$ cat src/rtl/weight_buffer_pp_pkg.sv
// Shared definitions for the double-buffered FFT twiddle-weight store:
// state encoding plus the weight-set size and counter-width derivations.
package weight_buffer_pp_pkg;

    typedef enum logic [1:0] {
        S_IDLE = 2'd0,
        S_LOAD = 2'd1,
        S_FULL = 2'd2
    } wb_state_e;

    // Weight words per set for an FFT of size 2**npoint.
    function automatic int nword_f(input int npoint);
        return npoint * (32'sd1 <<< (npoint - 32'sd1));
    endfunction

    // Counter width able to hold 0..nword inclusive.
    function automatic int cw_f(input int nword);
        return $clog2(nword + 32'sd1);
    endfunction

endpackage

$ cat src/rtl/weight_buffer_pp_shift_bank.sv
// Shadow store: a DEPTH-slot shift register of WIDTH-bit words. New words
// enter slot 0, so the oldest word ends up in the top slot.
module weight_shift_bank #(
    parameter int WIDTH = 16,
    parameter int DEPTH = 12
)(
    input  logic                     clk,
    input  logic                     rst_n,
    input  logic                     shift_en_i,
    input  logic [WIDTH-1:0]         din_i,
    output logic [DEPTH*WIDTH-1:0]   bank_o
);

    logic [DEPTH*WIDTH-1:0] bank_q;

    // Shift one slot up on each enabled cycle.
    always_ff @(posedge clk or negedge rst_n) begin
        if (!rst_n) begin
            bank_q <= '0;
        end else if (shift_en_i) begin
            bank_q <= {bank_q[DEPTH*WIDTH-WIDTH-1:0], din_i};
        end else begin
            bank_q <= bank_q;
        end
    end

    assign bank_o = bank_q;

endmodule

$ cat src/rtl/weight_buffer_pp.sv
// Double-buffered twiddle-weight store: serial load into a shadow bank,
// explicit commit copies it into the parallel active bank.
module weight_buffer_pp
    import weight_buffer_pp_pkg::*;
#(
    parameter  int NPOINT = 3,
    parameter  int WIDTH  = 16,
    localparam int NWORD  = nword_f(NPOINT),
    localparam int CW     = cw_f(NWORD)
)(
    input  logic                     clk,
    input  logic                     rst_n,
    input  logic                     din_weight_valid,
    output logic                     din_weight_ready,
    input  logic [WIDTH-1:0]         din_weight_real,
    input  logic [WIDTH-1:0]         din_weight_imag,
    input  logic                     load_clear,
    input  logic                     commit,
    output logic [CW-1:0]            load_count,
    output logic                     load_full,
    output logic                     commit_err,
    output logic                     weight_valid,
    output logic [NWORD*WIDTH-1:0]   weight_real,
    output logic [NWORD*WIDTH-1:0]   weight_imag
);

    wb_state_e                state_q, state_d;
    logic [CW-1:0]            count_q, count_d;
    logic                     err_q, err_d;
    logic                     valid_q;
    logic [NWORD*WIDTH-1:0]   active_real_q, active_imag_q;
    logic [NWORD*WIDTH-1:0]   shadow_real_s, shadow_imag_s;
    logic                     ready_s;
    logic                     accept_s;
    logic                     shift_en_s;
    logic                     commit_ok_s;

    assign ready_s  = (state_q == S_LOAD);
    assign accept_s = din_weight_valid && ready_s;

    // Next-state decode; priority is load_clear, then commit, then accept.
    always_comb begin
        state_d     = state_q;
        count_d     = count_q;
        err_d       = 1'b0;
        shift_en_s  = 1'b0;
        commit_ok_s = 1'b0;
        case (state_q)
            S_IDLE: begin
                state_d = S_LOAD;
                err_d   = commit;
            end
            S_LOAD: begin
                if (load_clear) begin
                    count_d = '0;
                end else if (commit) begin
                    err_d = 1'b1;
                end else if (accept_s) begin
                    shift_en_s = 1'b1;
                    count_d    = count_q + CW'(1);
                    if (count_q == CW'(NWORD - 1)) begin
                        state_d = S_FULL;
                    end else begin
                        state_d = S_LOAD;
                    end
                end else begin
                    count_d = count_q;
                end
            end
            S_FULL: begin
                if (load_clear) begin
                    count_d = '0;
                    state_d = S_LOAD;
                end else if (commit) begin
                    commit_ok_s = 1'b1;
                    count_d     = '0;
                    state_d     = S_LOAD;
                end else begin
                    state_d = S_FULL;
                end
            end
            default: begin
                state_d = S_IDLE;
                count_d = '0;
            end
        endcase
    end

    // Control state, fill counter and the registered error pulse.
    always_ff @(posedge clk or negedge rst_n) begin
        if (!rst_n) begin
            state_q <= S_IDLE;
            count_q <= '0;
            err_q   <= 1'b0;
        end else begin
            state_q <= state_d;
            count_q <= count_d;
            err_q   <= err_d;
        end
    end

    // Active bank only moves on an accepted commit.
    always_ff @(posedge clk or negedge rst_n) begin
        if (!rst_n) begin
            active_real_q <= '0;
            active_imag_q <= '0;
            valid_q       <= 1'b0;
        end else if (commit_ok_s) begin
            active_real_q <= shadow_real_s;
            active_imag_q <= shadow_imag_s;
            valid_q       <= 1'b1;
        end else begin
            active_real_q <= active_real_q;
            active_imag_q <= active_imag_q;
            valid_q       <= valid_q;
        end
    end

    weight_shift_bank #(
        .WIDTH (WIDTH),
        .DEPTH (NWORD)
    ) u_shadow_real (
        .clk        (clk),
        .rst_n      (rst_n),
        .shift_en_i (shift_en_s),
        .din_i      (din_weight_real),
        .bank_o     (shadow_real_s)
    );

    weight_shift_bank #(
        .WIDTH (WIDTH),
        .DEPTH (NWORD)
    ) u_shadow_imag (
        .clk        (clk),
        .rst_n      (rst_n),
        .shift_en_i (shift_en_s),
        .din_i      (din_weight_imag),
        .bank_o     (shadow_imag_s)
    );

    assign din_weight_ready = ready_s;
    assign load_full        = (state_q == S_FULL);
    assign load_count       = count_q;
    assign commit_err       = err_q;
    assign weight_valid     = valid_q;
    assign weight_real      = active_real_q;
    assign weight_imag      = active_imag_q;

endmodule
$ cat config.mk
export PLATFORM = sky130hd
export DESIGN_NAME = weight_buffer_pp
export DESIGN_NICKNAME = d
export VERILOG_FILES = /design/src/rtl/weight_buffer_pp_pkg.sv /design/src/rtl/weight_buffer_pp_shift_bank.sv /design/src/rtl/weight_buffer_pp.sv
export SDC_FILE = /design/constraint.sdc
export NUM_CORES = 1
export LEC_CHECK = 0
export CORE_ASPECT_RATIO = 0.7
export CORE_MARGIN = 5
export CORE_UTILIZATION = 54
export CTS_CLUSTER_DIAMETER = 100
export DETAILED_ROUTE_END_ITERATION = 7
export PLACE_DENSITY = 0.77
export RECOVER_POWER = 50
export SLEW_MARGIN = 5
export SYNTH_ARGS = -nofsm -noshare
export SYNTH_HDL_FRONTEND = slang
export SYNTH_SLANG_ARGS = --single-unit
export TNS_END_PERCENT = 10
$ cat constraint.sdc
create_clock -name clk -period 2.13 [get_ports clk]
set_input_delay 0.426 -clock clk [delete_from_list [all_inputs] [get_ports clk]]
set_output_delay 0.426 -clock clk [all_outputs]
set_load 0.05 [all_outputs]
==> results.md <==
- Crit path DAT: between 2 and 3 ns
- Footprint of the flip-flops and latches: between 0.015 and 0.02 mm²
- Worst Clk Skew: between 0.02 and 0.025 ns
- Effective utilization at floorplan: 0.546
- Xor and xnor area share after synthesis: 0.000299
- Max-slew headroom: 0.163
- Vias after detailed routing: roughly 16k
- Area of the die: between 0.05 and 0.06 mm²
- Count of placed standard cells in the final layout, fillers left out: a little under 3k
- DRC violation count after routing: 0
- Fin crit period: 2.06 ns
- Aggregate global-route resource usage: 0.223
- CP Capture Type: flop
- Required time at the endpoint of the critical path: 2.61 ns
- CTS HTree Levels: 3
- Via count of the first global-routing pass: between 15k and 20k
- Final ANT Viol Nets: 0
- Final Hold Violating Endpoints: 0
- Number of clock sinks: roughly 780
- Antenna violations before repair: 2
- Worst-path clk slew: around 0.060 ns
- Number of failing setup endpoints in the final timing report: 0
- Area fraction in and, or, nand and nor cells after synthesis: 0.00324
- # fillers: around 3.8k
- Cell types occupying the most area after synthesis: sky130_fd_sc_hd__dfrtp_1 (66%), sky130_fd_sc_hd__mux2_1 (16%), sky130_fd_sc_hd__mux2_2 (13%)
- Area growth, synth to finish: 23.4%
- Yosys top cell area share: 0.662
- Run status: finished, final reports clean
- Post-Synthesis Cells: between 1.5k and 2k
- Synth Area in Compound Gates: 0.00286
- Cell-by-cell trace of the critical path: and2b_1, nand3_1, buf_12, buf_6, mux2_2
- Average cell area after synthesis: ~18 µm²
- Port buffer count: ~430
- RSZ-0062 raised after global routing: false
- Clock Path Buffers: 3
- GR Overflow Total: 0
- Syn Std Cell Area: between 0.02 and 0.03 mm²
- Placement row count: 71
- Ports placed on the boundary: 429
- Detailed-route wire length: between 60 and 70 mm
- Seq/Total Area, Yosys: 0.662
- Std-Cell Core Area: between 0.05 and 0.06 mm²
- Synthesis-stage register bit count: 776
- Power, Total: 34500 µW
- CTS tree: built
- Post-synthesis mux area share: 0.295
- Maximum fanout along the worst path: 26
- Global-route wire length before repair: between 100 and 150 mm
- Final setup TNS: 0 ns
- Critical path class: reg2reg
- Synth warnings: 0
- Final Net Count: about 2.2k
- Detail-routed net length per standard cell: ~22 µm
- Final-report max-slew violation count: 0
- Pleak: just under 0.02 µW
- Final estimated routing congestion in global placement: around 0.83
- Detailed-router iteration count before antenna repair: 4
- Main combinational cell family by area after synthesis: multiplexers
- Cell at the root of the clock tree: sky130_fd_sc_hd__clkbuf_16
- Type of the worst min-delay path: in2reg
- Largest area contributor in the netlist: sky130_fd_sc_hd__dfrtp_1
- Maximum vdd ir drop: ~640 µV
- Chip width: between 200 and 300 µm
- Worst-margin pin slew: 1.26 ns
- Number of DRC markers in iteration 0: 712
- Skew-Pair Late Insertion Delay: roughly 0.60 ns
- Period utilisation layout: 0.968
- Slowest-stage cell, CP: sky130_fd_sc_hd__dfrtp_1
- Number of buffers inserted during clock tree synthesis: 70
- Area occupied by multi-input gates: 0.00885 mm²
- Die Y: ~200 µm
- Post-synthesis cell type count: 31
- Adder-cell share of the synthesized area: 0.000427
- Placed Cells: 2818
- Vias per cell: between 5 and 6
- Total half-perimeter wirelength after legalization and detailed placement: roughly 47 mm
- Power per unit of standard cell area: ~950 mW/mm²
- Fraction of final layout cells with drive strength greater than 1: 0.249
- Crit-path max cell delay: 0.46 ns
- Synthesized net count: 1696
- Largest net degree at the start of global routing: approximately 80
- Max-cap violations: 0
- Maximum clock frequency: 485 MHz
- Kind of launch point of the worst setup path: flop
repair_timing:
action / in CTS / in global routing
gates resized for setup: 377 / 0
setup buffers: 0 / 0
endpoints found under the setup margin: 377 / 0
hold buffers: 1 / 0
hold endpoints to repair: 14 / 0
cells by family (layout without fill, tap and decap cells):
| kind of cell | Yosys count | in the layout |
|---|---|---|
| flip-flops | 776 | 776 |
| AO/OA/AOI/OAI | 11 | 11 |
| buffers and inverters | 88 | 641 |
| multiplexers | 769 | 769 |
| AND/OR/NAND/NOR | 12 | 12 |
| adder cells (fa/ha/maj) | 1 | 1 |
| other | 0 | 1 |
| XOR/XNOR | 1 | 1 |
per-stage QoR:
stage	worst slack (ns)	utilization	hold WS (ns)	cell area, µm²
2_1_floorplan	0.0224	-	0.130	29300
3_3_place_gp	-0.153	0.644	0.359	34600
3_5_place_dp	-0.193	0.644	0.361	34600
4_1_cts	0.0500	0.678	0.319	36400
5_1_grt	0.0161	0.673	0.385	36200
6_report	0.0688	0.673	0.420	36200
metal layers:
layer | wire length, µm | vias to the layer above | track usage
li1 | - | 6912 | -
met4 | 1170 | 2 | 0.0513
met3 | 3630 | 83 | 0.0568
met5 | 20 | - | 0
met1 | 27900 | 8310 | 0.306
met2 | 31800 | 311 | 0.363
report_power, final:
| group | internal [µW] | total (µW) | switching [µW] |
|---|---|---|---|
| Clock | 7340 | 12700 | 5350 |
| Sequential | 17100 | 19300 | 2260 |
| Combinational | 1510 | 2540 | 1030 |
state kept, by name, summed over array words and instances (netlist names):
signal / cells
commit_err: 1
load_count: 4
state_q: 2
u_shadow_imag.bank_o: 192
u_shadow_real.bank_o: 192
weight_imag: 192
weight_real: 192
weight_valid: 1
cell usage in the layout (no fill, tap or decap), drive strengths merged, types with 2 or more instances in the layout:
master / n
bufinv: 5
mux2: 768
dfrtp: 776
clkdlybuf4s50: 34
dlygate4sd2: 377
nor2b: 4
dlygate4sd3: 2
nand3: 2
inv: 5
o2bb2ai: 2
buf: 60
clkbuf: 145
clkinv: 13
o21a: 2
critical path: cells and delay by family (launching register included):
family	cells	cell delay (ns)
buffers and inverters	2	0.48
muxes	1	0.38
and+or+nand+nor	2	0.61
DFF	1	0.46
path summary, 6_finish.rpt:
path	to	slack, ns	from	depth (start not counted)
min in group asynchronous	weight_real[156]	0.66	rst_n	2
hold / removal	u_shadow_real.bank_o[8]	0.42	din_weight_real[8]	2
setup reg to reg	u_shadow_imag.bank_o[26]	0.07	state_q[1]	5
setup / recovery	u_shadow_imag.bank_o[26]	0.07	state_q[1]	5
max in group asynchronous	weight_real[53]	0.22	rst_n	3
hold reg to reg	weight_valid	0.46	weight_valid	1
layout make-up:
type	instances	share of cell area
Tap cell	730	0.0252
Clock buffer	102	0.0568
Clock inverter	20	0.00716
Antenna cell	1	0.0000691
Multi-Input combinational cell	794	0.245
Sequential cell	776	0.537
Timing Repair Buffer	516	0.129
Inverter	3	0.000311
synth_stat cells:
library cell                  n
sky130_fd_sc_hd__nor2b_1      3
sky130_fd_sc_hd__buf_4        3
sky130_fd_sc_hd__or2_2        1
sky130_fd_sc_hd__nand3_4      1
sky130_fd_sc_hd__nor3_1       1
sky130_fd_sc_hd__mux2_2     349
sky130_fd_sc_hd__dfrtp_1    776
sky130_fd_sc_hd__xor2_1       1
sky130_fd_sc_hd__mux2i_1      1
sky130_fd_sc_hd__o32a_1       1
sky130_fd_sc_hd__o21ai_0      1
sky130_fd_sc_hd__and4b_1      1
sky130_fd_sc_hd__o2111ai_1    1
sky130_fd_sc_hd__ha_1         1
sky130_fd_sc_hd__o21a_1       2
sky130_fd_sc_hd__o32ai_1      1
sky130_fd_sc_hd__and2b_1      1
sky130_fd_sc_hd__nor3b_2      1
sky130_fd_sc_hd__a21oi_1      1
sky130_fd_sc_hd__buf_2        8
sky130_fd_sc_hd__buf_8        6
sky130_fd_sc_hd__buf_12      13
sky130_fd_sc_hd__o2bb2ai_1    2
sky130_fd_sc_hd__a211oi_1     1
sky130_fd_sc_hd__mux2_1     419
sky130_fd_sc_hd__inv_1        3
sky130_fd_sc_hd__a31oi_1      1
sky130_fd_sc_hd__nor2_1       1
sky130_fd_sc_hd__nand3_1      1
sky130_fd_sc_hd__nor2b_2      1
sky130_fd_sc_hd__buf_6       55
Power figures use the tool's default switching activity.
